File: src/rtl/ex_operand_stage_pkg.sv
// Shared constants for the EX operand stage: default widths, ALU op codes, register $0.
package ex_operand_stage_pkg;

  localparam int unsigned DEF_DATA_W  = 32;
  localparam int unsigned DEF_RADDR_W = 5;
  localparam int unsigned DEF_OP_W    = 4;
  localparam int unsigned SHAMT_W     = 5;

  localparam logic [DEF_RADDR_W-1:0] REG_ZERO = '0;

  localparam logic [DEF_OP_W-1:0] ALU_AND = 4'd0;
  localparam logic [DEF_OP_W-1:0] ALU_OR  = 4'd1;
  localparam logic [DEF_OP_W-1:0] ALU_ADD = 4'd2;
  localparam logic [DEF_OP_W-1:0] ALU_SLL = 4'd3;
  localparam logic [DEF_OP_W-1:0] ALU_SRL = 4'd4;
  localparam logic [DEF_OP_W-1:0] ALU_XOR = 4'd5;
  localparam logic [DEF_OP_W-1:0] ALU_SUB = 4'd6;
  localparam logic [DEF_OP_W-1:0] ALU_SLT = 4'd7;
  localparam logic [DEF_OP_W-1:0] ALU_NOR = 4'd12;

endpackage

File: src/rtl/ex_operand_stage_fwd_mux.sv
// Three-way operand forwarding select: EX/MEM result, then MEM/WB data, then stored RF data.
module ex_operand_stage_fwd_mux
  import ex_operand_stage_pkg::*;
#(
  parameter int unsigned DATA_W  = DEF_DATA_W,
  parameter int unsigned RADDR_W = DEF_RADDR_W
) (
  input  logic [RADDR_W-1:0] i_addr,
  input  logic [DATA_W-1:0]  i_reg_data,
  input  logic               i_mem_reg_write,
  input  logic [RADDR_W-1:0] i_mem_rd_addr,
  input  logic [DATA_W-1:0]  i_mem_result,
  input  logic               i_wb_reg_write,
  input  logic [RADDR_W-1:0] i_wb_rd_addr,
  input  logic [DATA_W-1:0]  i_wb_data,
  output logic [DATA_W-1:0]  o_data_c
);

  logic w_nonzero;
  logic w_hit_mem;
  logic w_hit_wb;

  // $0 is hardwired, so a matching write to it must never be forwarded
  assign w_nonzero = (i_addr != '0);
  assign w_hit_mem = i_mem_reg_write && (i_mem_rd_addr == i_addr) && w_nonzero;
  assign w_hit_wb  = i_wb_reg_write && (i_wb_rd_addr == i_addr) && w_nonzero;

  always_comb begin
    o_data_c = i_reg_data;
    if (w_hit_mem) begin
      o_data_c = i_mem_result;
    end else if (w_hit_wb) begin
      o_data_c = i_wb_data;
    end
  end

endmodule

File: src/rtl/ex_operand_stage.sv
// ID/EX pipeline register with rs/rt forwarding and ALU operand selection for the EX stage.
module ex_operand_stage
  import ex_operand_stage_pkg::*;
#(
  parameter int unsigned DATA_W  = DEF_DATA_W,
  parameter int unsigned RADDR_W = DEF_RADDR_W,
  parameter int unsigned OP_W    = DEF_OP_W
) (
  input  logic               clk,
  input  logic               rst,
  input  logic               stall,
  input  logic               flush,
  input  logic               id_valid,
  input  logic [RADDR_W-1:0] id_rs_addr,
  input  logic [RADDR_W-1:0] id_rt_addr,
  input  logic [RADDR_W-1:0] id_rd_addr,
  input  logic [DATA_W-1:0]  id_rs_data,
  input  logic [DATA_W-1:0]  id_rt_data,
  input  logic [DATA_W-1:0]  id_imm,
  input  logic [SHAMT_W-1:0] id_shamt,
  input  logic [OP_W-1:0]    id_alu_op,
  input  logic               id_a_shamt,
  input  logic               id_b_imm,
  input  logic               id_reg_write,
  input  logic               mem_reg_write,
  input  logic [RADDR_W-1:0] mem_rd_addr,
  input  logic [DATA_W-1:0]  mem_result,
  input  logic               wb_reg_write,
  input  logic [RADDR_W-1:0] wb_rd_addr,
  input  logic [DATA_W-1:0]  wb_data,
  output logic [DATA_W-1:0]  alu_a,
  output logic [DATA_W-1:0]  alu_b,
  output logic [OP_W-1:0]    alu_op,
  output logic [DATA_W-1:0]  ex_store_data,
  output logic [RADDR_W-1:0] ex_rd_addr,
  output logic               ex_reg_write,
  output logic               ex_valid
);

  logic               r_valid;
  logic               r_reg_write;
  logic               r_a_shamt;
  logic               r_b_imm;
  logic [OP_W-1:0]    r_alu_op;
  logic [RADDR_W-1:0] r_rs_addr;
  logic [RADDR_W-1:0] r_rt_addr;
  logic [RADDR_W-1:0] r_rd_addr;
  logic [DATA_W-1:0]  r_rs_data;
  logic [DATA_W-1:0]  r_rt_data;
  logic [DATA_W-1:0]  r_imm;
  logic [SHAMT_W-1:0] r_shamt;

  logic [DATA_W-1:0]  w_fwd_rs;
  logic [DATA_W-1:0]  w_fwd_rt;

  // ID/EX register; a stall refreshes the data fields so a WB value leaving the pipe is kept
  always_ff @(posedge clk) begin
    if (rst || flush) begin
      r_valid     <= 1'b0;
      r_reg_write <= 1'b0;
      r_a_shamt   <= 1'b0;
      r_b_imm     <= 1'b0;
      r_alu_op    <= '0;
      r_rs_addr   <= '0;
      r_rt_addr   <= '0;
      r_rd_addr   <= '0;
      r_rs_data   <= '0;
      r_rt_data   <= '0;
      r_imm       <= '0;
      r_shamt     <= '0;
    end else if (stall) begin
      r_rs_data   <= w_fwd_rs;
      r_rt_data   <= w_fwd_rt;
    end else begin
      r_valid     <= id_valid;
      r_reg_write <= id_reg_write;
      r_a_shamt   <= id_a_shamt;
      r_b_imm     <= id_b_imm;
      r_alu_op    <= id_alu_op;
      r_rs_addr   <= id_rs_addr;
      r_rt_addr   <= id_rt_addr;
      r_rd_addr   <= id_rd_addr;
      r_rs_data   <= id_rs_data;
      r_rt_data   <= id_rt_data;
      r_imm       <= id_imm;
      r_shamt     <= id_shamt;
    end
  end

  ex_operand_stage_fwd_mux #(.DATA_W(DATA_W), .RADDR_W(RADDR_W)) u_fwd_rs (
    .i_addr          (r_rs_addr),
    .i_reg_data      (r_rs_data),
    .i_mem_reg_write (mem_reg_write),
    .i_mem_rd_addr   (mem_rd_addr),
    .i_mem_result    (mem_result),
    .i_wb_reg_write  (wb_reg_write),
    .i_wb_rd_addr    (wb_rd_addr),
    .i_wb_data       (wb_data),
    .o_data_c        (w_fwd_rs)
  );

  ex_operand_stage_fwd_mux #(.DATA_W(DATA_W), .RADDR_W(RADDR_W)) u_fwd_rt (
    .i_addr          (r_rt_addr),
    .i_reg_data      (r_rt_data),
    .i_mem_reg_write (mem_reg_write),
    .i_mem_rd_addr   (mem_rd_addr),
    .i_mem_result    (mem_result),
    .i_wb_reg_write  (wb_reg_write),
    .i_wb_rd_addr    (wb_rd_addr),
    .i_wb_data       (wb_data),
    .o_data_c        (w_fwd_rt)
  );

  assign alu_a         = r_a_shamt ? DATA_W'(r_shamt) : w_fwd_rs;
  assign alu_b         = r_b_imm ? r_imm : w_fwd_rt;
  assign alu_op        = r_alu_op;
  assign ex_store_data = w_fwd_rt;
  assign ex_rd_addr    = r_rd_addr;
  assign ex_reg_write  = r_reg_write & r_valid;
  assign ex_valid      = r_valid;

endmodule

File: config.mk
export PLATFORM = sky130hd
export DESIGN_NAME = ex_operand_stage
export DESIGN_NICKNAME = d
export VERILOG_FILES = /design/src/rtl/ex_operand_stage_pkg.sv /design/src/rtl/ex_operand_stage_fwd_mux.sv /design/src/rtl/ex_operand_stage.sv
export SDC_FILE = /design/constraint.sdc
export NUM_CORES = 1
export LEC_CHECK = 0
export CORE_MARGIN = 5
export CORE_UTILIZATION = 25
export CTS_CLUSTER_DIAMETER = 50
export DETAILED_ROUTE_END_ITERATION = 12
export PLACE_DENSITY = 0.66
export SKIP_CTS_REPAIR_TIMING = 1
export SYNTH_ARGS = -nofsm -noshare
export SYNTH_HDL_FRONTEND = slang
export SYNTH_SLANG_ARGS = --single-unit
File: constraint.sdc
create_clock -name clk -period 1.9 [get_ports clk]
set_input_delay 0.19 -clock clk [delete_from_list [all_inputs] [get_ports clk]]
set_output_delay 0.19 -clock clk [all_outputs]
set_load 0.05 [all_outputs]
### Word level (Yosys, flattened, before mapping)

Cells that the tools add are included.
W data, S select, Z words.

* reductions and logical operators: 11
* divide/modulo/power cells: 0
* equal/unequal tests: 4
* muxes and demuxes: 8
* order comparisons: 0
* shift-type cells: 0
* bitwise operators: 1
* multipliers: 0
* add/subtract/negate cells: 0

Operators by type and width (number)
* $mux W32: 8
* $eq A5 B5 Y1: 4
* $reduce_bool A5 Y1: 2
* $logic_and A1 B1 Y1: 8
* $and A1 B1 Y1: 1
* $logic_or A1 B1 Y1: 1

* ROM bits: 0
* register bits after elaboration: 124
* bits in latches: 0
* bits of input ports: 204
* memories kept: 0
* logic and storage cells: 36
* memory bits (writable): 0

### Logic depth before layout (Yosys ltp)

* depth after elaboration: 6
* depth in mapped cells: 7
* gate-level depth less buffers: 5

### Cells and area by module

Synthesis repeated with hierarchy kept, for this count alone.

* cell total of the unflattened synthesis: 869
* area total of the unflattened synthesis: 7353.3 µm²

By module, submodules not included
* ex_operand_stage: cells each 473, area an instance 5046.1 µm², times used 1, sequential area each 2482.4 µm²
* ex_operand_stage_fwd_mux: cells each 198, area an instance 1153.6 µm², times used 2, sequential area each 0.0 µm²

### Worst setup path after synthesis

No wires, ideal clock.

* path kind: flip-flop to output port
* from: register r_rs_addr[1]
* to: output port alu_a[31]
* cell stages (with the launch flop): 7
* slack: -1.051 ns
* arrival time: 2.761 ns
* buffers on the path: 1
* data required time: 1.710 ns
* path through: dfxtp_1 or4_4 o211a_4 and2_4 buf_6 mux2i_1 a211oi_1

* word-level cells in the longest chain between the ends: 6
* elaborated cells between the ends (all ways): 10

RTL lines
* start, declared: RTL line ex_operand_stage.sv:45 `logic [RADDR_W-1:0] r_rs_addr;`
* start signal, assigned: RTL line ex_operand_stage.sv:80 `r_rs_addr <= id_rs_addr;`
* $eq A5 B5 Y1: RTL line ex_operand_stage_fwd_mux.sv:26 `assign w_hit_wb = i_wb_reg_write && (i_wb_rd_addr == i_addr) && w_nonzero;`
* $logic_and A1 B1 Y1 (2 in series): RTL line ex_operand_stage_fwd_mux.sv:26
* $mux W32: RTL line ex_operand_stage_fwd_mux.sv:32 `end else if (w_hit_wb) begin`
* $mux W32 *: RTL line ex_operand_stage_fwd_mux.sv:30 `if (w_hit_mem) begin`
* $mux W32 *: RTL line ex_operand_stage.sv:114 `assign alu_a = r_a_shamt ? DATA_W'(r_shamt) : w_fwd_rs;`
* end, declared: RTL line ex_operand_stage.sv:31 `output logic [DATA_W-1:0] alu_a,`

Mark *: on every way between the ends. The rest lies on a longest branch, timed or not.

### Worst setup path in the final report

* from: register r_rs_addr[1]
* to: output port alu_a[7]

Same word-level chain as after synthesis.

==> summary.txt <==
Timing
  – Total Negative Setup Slacks: -103460 ps
  – Max_slew headroom: between 50% and 60%
  – Peak Freq: approximately 370 MHz
  – Worst setup margin: -838 ps
  – Worst-Margin Slew: 624 ps
  – Slew Viols, Final: 0
  – Worst Skew: ~12 ps
  – Final Hold Viols: 0
  – Final setup viols: 160
  – WHS: approximately 250 ps
  – Period utilization: 144%
  – Min Tclk post-route: roughly 2700 ps
  – Unrepaired setup endpoints after global routing: true

Clock tree
  – Clk sinks: approximately 120
  – # H-tree levels: 4
  – Inserted Clock Buffers: 17
  – CTS tree: yes
  – Max clock buf depth: 2
  – Worst-skew pair later-pin latency: between 400 and 500 ps
  – CTS root buf: clkbuf_16
  – CTS clk-pin slew, worst paths: roughly 70 ps

Floorplan
  – Initial Util: 25.3%
  – Die footprint: approximately 33000 um^2
  – # IOs: between 300 and 400
  – Row Count: 62
  – Die width: between 150 and 200 um
  – Die Ht: 181 um
  – Core ar.: 28700 um^2

Logic synthesis
  – Syn Nets: 1077
  – Synthesized instance count: approximately 870
  – Biggest area consumer among synthesized cells: dfxtp_1
  – Sequential element share of the synthesized area: between 30% and 40%
  – Asr flop ratio synth: 0%
  – Syn_area_per_cell: approximately 8.3 um^2
  – Post-Syn Area: roughly 7300 um^2
  – Distinct cells, synth: 32
  – Share of the synthesized area in the top cell type: approximately 34%
  – Syn. warnings: 0
  – FF+latch count, synth: about 120
  – Synth top area cells: dfxtp_1 34%, mux2i_1 12%, nor2_1 7.8%
  – Main synth FF type: dfxtp_1
  – Post-synth EDFFs: 0

Route
  – DRC marker count from the first detailed-route iteration: ~690
  – DRT Pass-1 Iters: 7
  – Via count: roughly 8900
  – Via density: a little over 5
  – Final wirelength: approximately 38000 um
  – # DRC: 0
  – Final ANT Viol Nets: 0
  – Wirelength per Cell: about 22 um

Pwr
  – PwrDens: about 510 nW/um^2
  – Total power draw: 0.00855 W
  – Clk pwr share: 39.7%
  – NetSw: about 0.0026 W
  – Gate power share: between 20% and 30%
  – Maximum vdd drop: ~480 uV
  – Cell Int Power: between 0.005 and 0.006 W
  – P_leak: 6.44 nW
  – Switching Fraction: 30.8%
  – Power share of the sequential group: 32.2%

Placed design
  – Port Buffers: 310
  – HPWL after DPL: 25400 um
  – Routability Congestion: a little over 0.8

Cells and area
  – # diodes: 0
  – Layout area overhead: 130%
  – Filler cell count: 2331
  – Share of cells above drive strength 1: 43.2%
  – Final #Nets: around 1500

Status
  – Failing checks: negative setup slack
  – Status: complete, but fails checks

Setup path
  – Critical path class: flip-flop to primary output
  – Crit. End Element: primary output
  – Critical Path Source Type: flip-flop
  – CP required: between 1500 and 2000 ps
  – CP max FO: 7
  – Arrival @ worst endpoint: between 2000 and 3000 ps

Global route
  – Remaining global-route overflow: 0
  – Largest net degree at the start of global routing: 47
  – Total track usage: about 20%
  – Number of global-route vias before repair: roughly 9000
  – First-pass GRT wire length: approximately 52000 um
  – Initial antenna violation count: 0

Run
  – Max-cap violations: 0

Worst hold path
  – Hold crit path type: input port to flip-flop
==> per-layer routing <==
layer	track usage [%]	part of all wire [%]
met3	5.31	6.0
met5	0	0
met2	33.3	50
met4	6.02	2.0
met1	25.3	42
==> layout make-up <==
class | instances | area [um^2] | share of cell area, %
inverters | 8 | 30.0 | 0.179
flip-flops and latches | 124 | 2510 | 15.0
well taps | 384 | 480 | 2.87
clock inverters | 14 | 158 | 0.942
clock buffers | 18 | 439 | 2.63
repair buffers | 520 | 6530 | 39.0
multi-input cells | 653 | 6590 | 39.4
==> critical path: stages (launching register included) <==
cell	delay [ps]
dfxtp_2	320
or4_4	550
o211a_4	280
nand2_8	130
buf_16	190
buf_12	120
mux2i_4	70
a211oi_4	280
buf_12	170
==> final timing paths <==
check | start | end | slack, ps | cells after the start
setup / recovery | r_rs_addr[1] | alu_a[7] | -840 | 8
hold / removal | stall | r_imm[11] | 250 | 3
setup reg to reg | r_rs_addr[1] | r_rs_data[22] | -550 | 10
hold reg to reg | ex_rd_addr[0] | ex_rd_addr[0] | 500 | 2
==> cells in the final DEF, fill, tap and decap left out, drive strengths merged <==
| cell type | instances |
|---|---|
| a21boi | 37 |
| xnor2 | 2 |
| nor2 | 152 |
| a211o | 5 |
| and2 | 6 |
| a22o | 5 |
| bufinv | 2 |
| nand2 | 35 |
| clkdlybuf4s50 | 212 |
| or2 | 1 |
| clkbuf | 34 |
| dfxtp | 124 |
| or4 | 1 |
| mux2i | 87 |
| a211oi | 61 |
| o211a | 2 |
| o31ai | 32 |
| inv | 13 |
| o221ai | 64 |
| nand3 | 34 |
| nor4 | 5 |
| a21oi | 42 |
| xor2 | 18 |
| clkinv | 4 |
| nand3b | 64 |
| clkinvlp | 3 |
| dlymetal6s2s | 1 |
| buf | 291 |
==> power groups by stage <==
stage	combinational (W)	sequential, W	clock (W)
6_report	0.00240	0.00275	0.00340
5_1_grt	0.00252	0.00276	0.00359
4_1_cts	0.00227	0.00275	0.00348
3_5_place_dp	0.00226	0.00280	0
3_3_place_gp	0.00224	0.00280	0
2_1_floorplan	0.00102	0.00280	0
==> cell families (layout without fill, tap and decap cells) <==
group	Yosys count	after routing	synth area share, %
buffers and inverters	97	560	5.80
muxes	87	87	12.0
AOI/OAI and AO/OA	248	248	25.6
xor gates and xnor gates	20	20	2.41
and+or+nand+nor	297	298	20.1
DFF	124	124	34.1
==> registers in the layout, indices dropped and copies added (netlist names) <==
signal       flops
r_imm           32
r_rs_data       32
r_rt_data       32
ex_rd_addr       5
r_rs_addr        5
r_rt_addr        5
r_shamt          5
alu_op           4
ex_valid         1
r_a_shamt        1
r_b_imm          1
r_reg_write      1
==> synthesized netlist by cell type (all sizes together) (29+ instances only) <==
library cell,instances
nand3,34
nand2,35
mux2i,87
a21oi,42
o31ai,32
o221ai,64
a21boi,37
a211oi,61
nand3b,64
buf,29
dfxtp,124
nor2,152
clkbuf,60
==> through the flow <==
stage	cells	cell area [um^2]	util, %	setup slack, ps
final	1721	16700	58.3	-838
after floorplan	873	9050	-	-409
after detailed placement	1613	14500	50.5	-786
after CTS	1645	15100	52.6	-921
after global placement	1613	14500	50.5	-753
after global routing	1721	16700	58.3	-948
(Power assumes the default switching activity.)
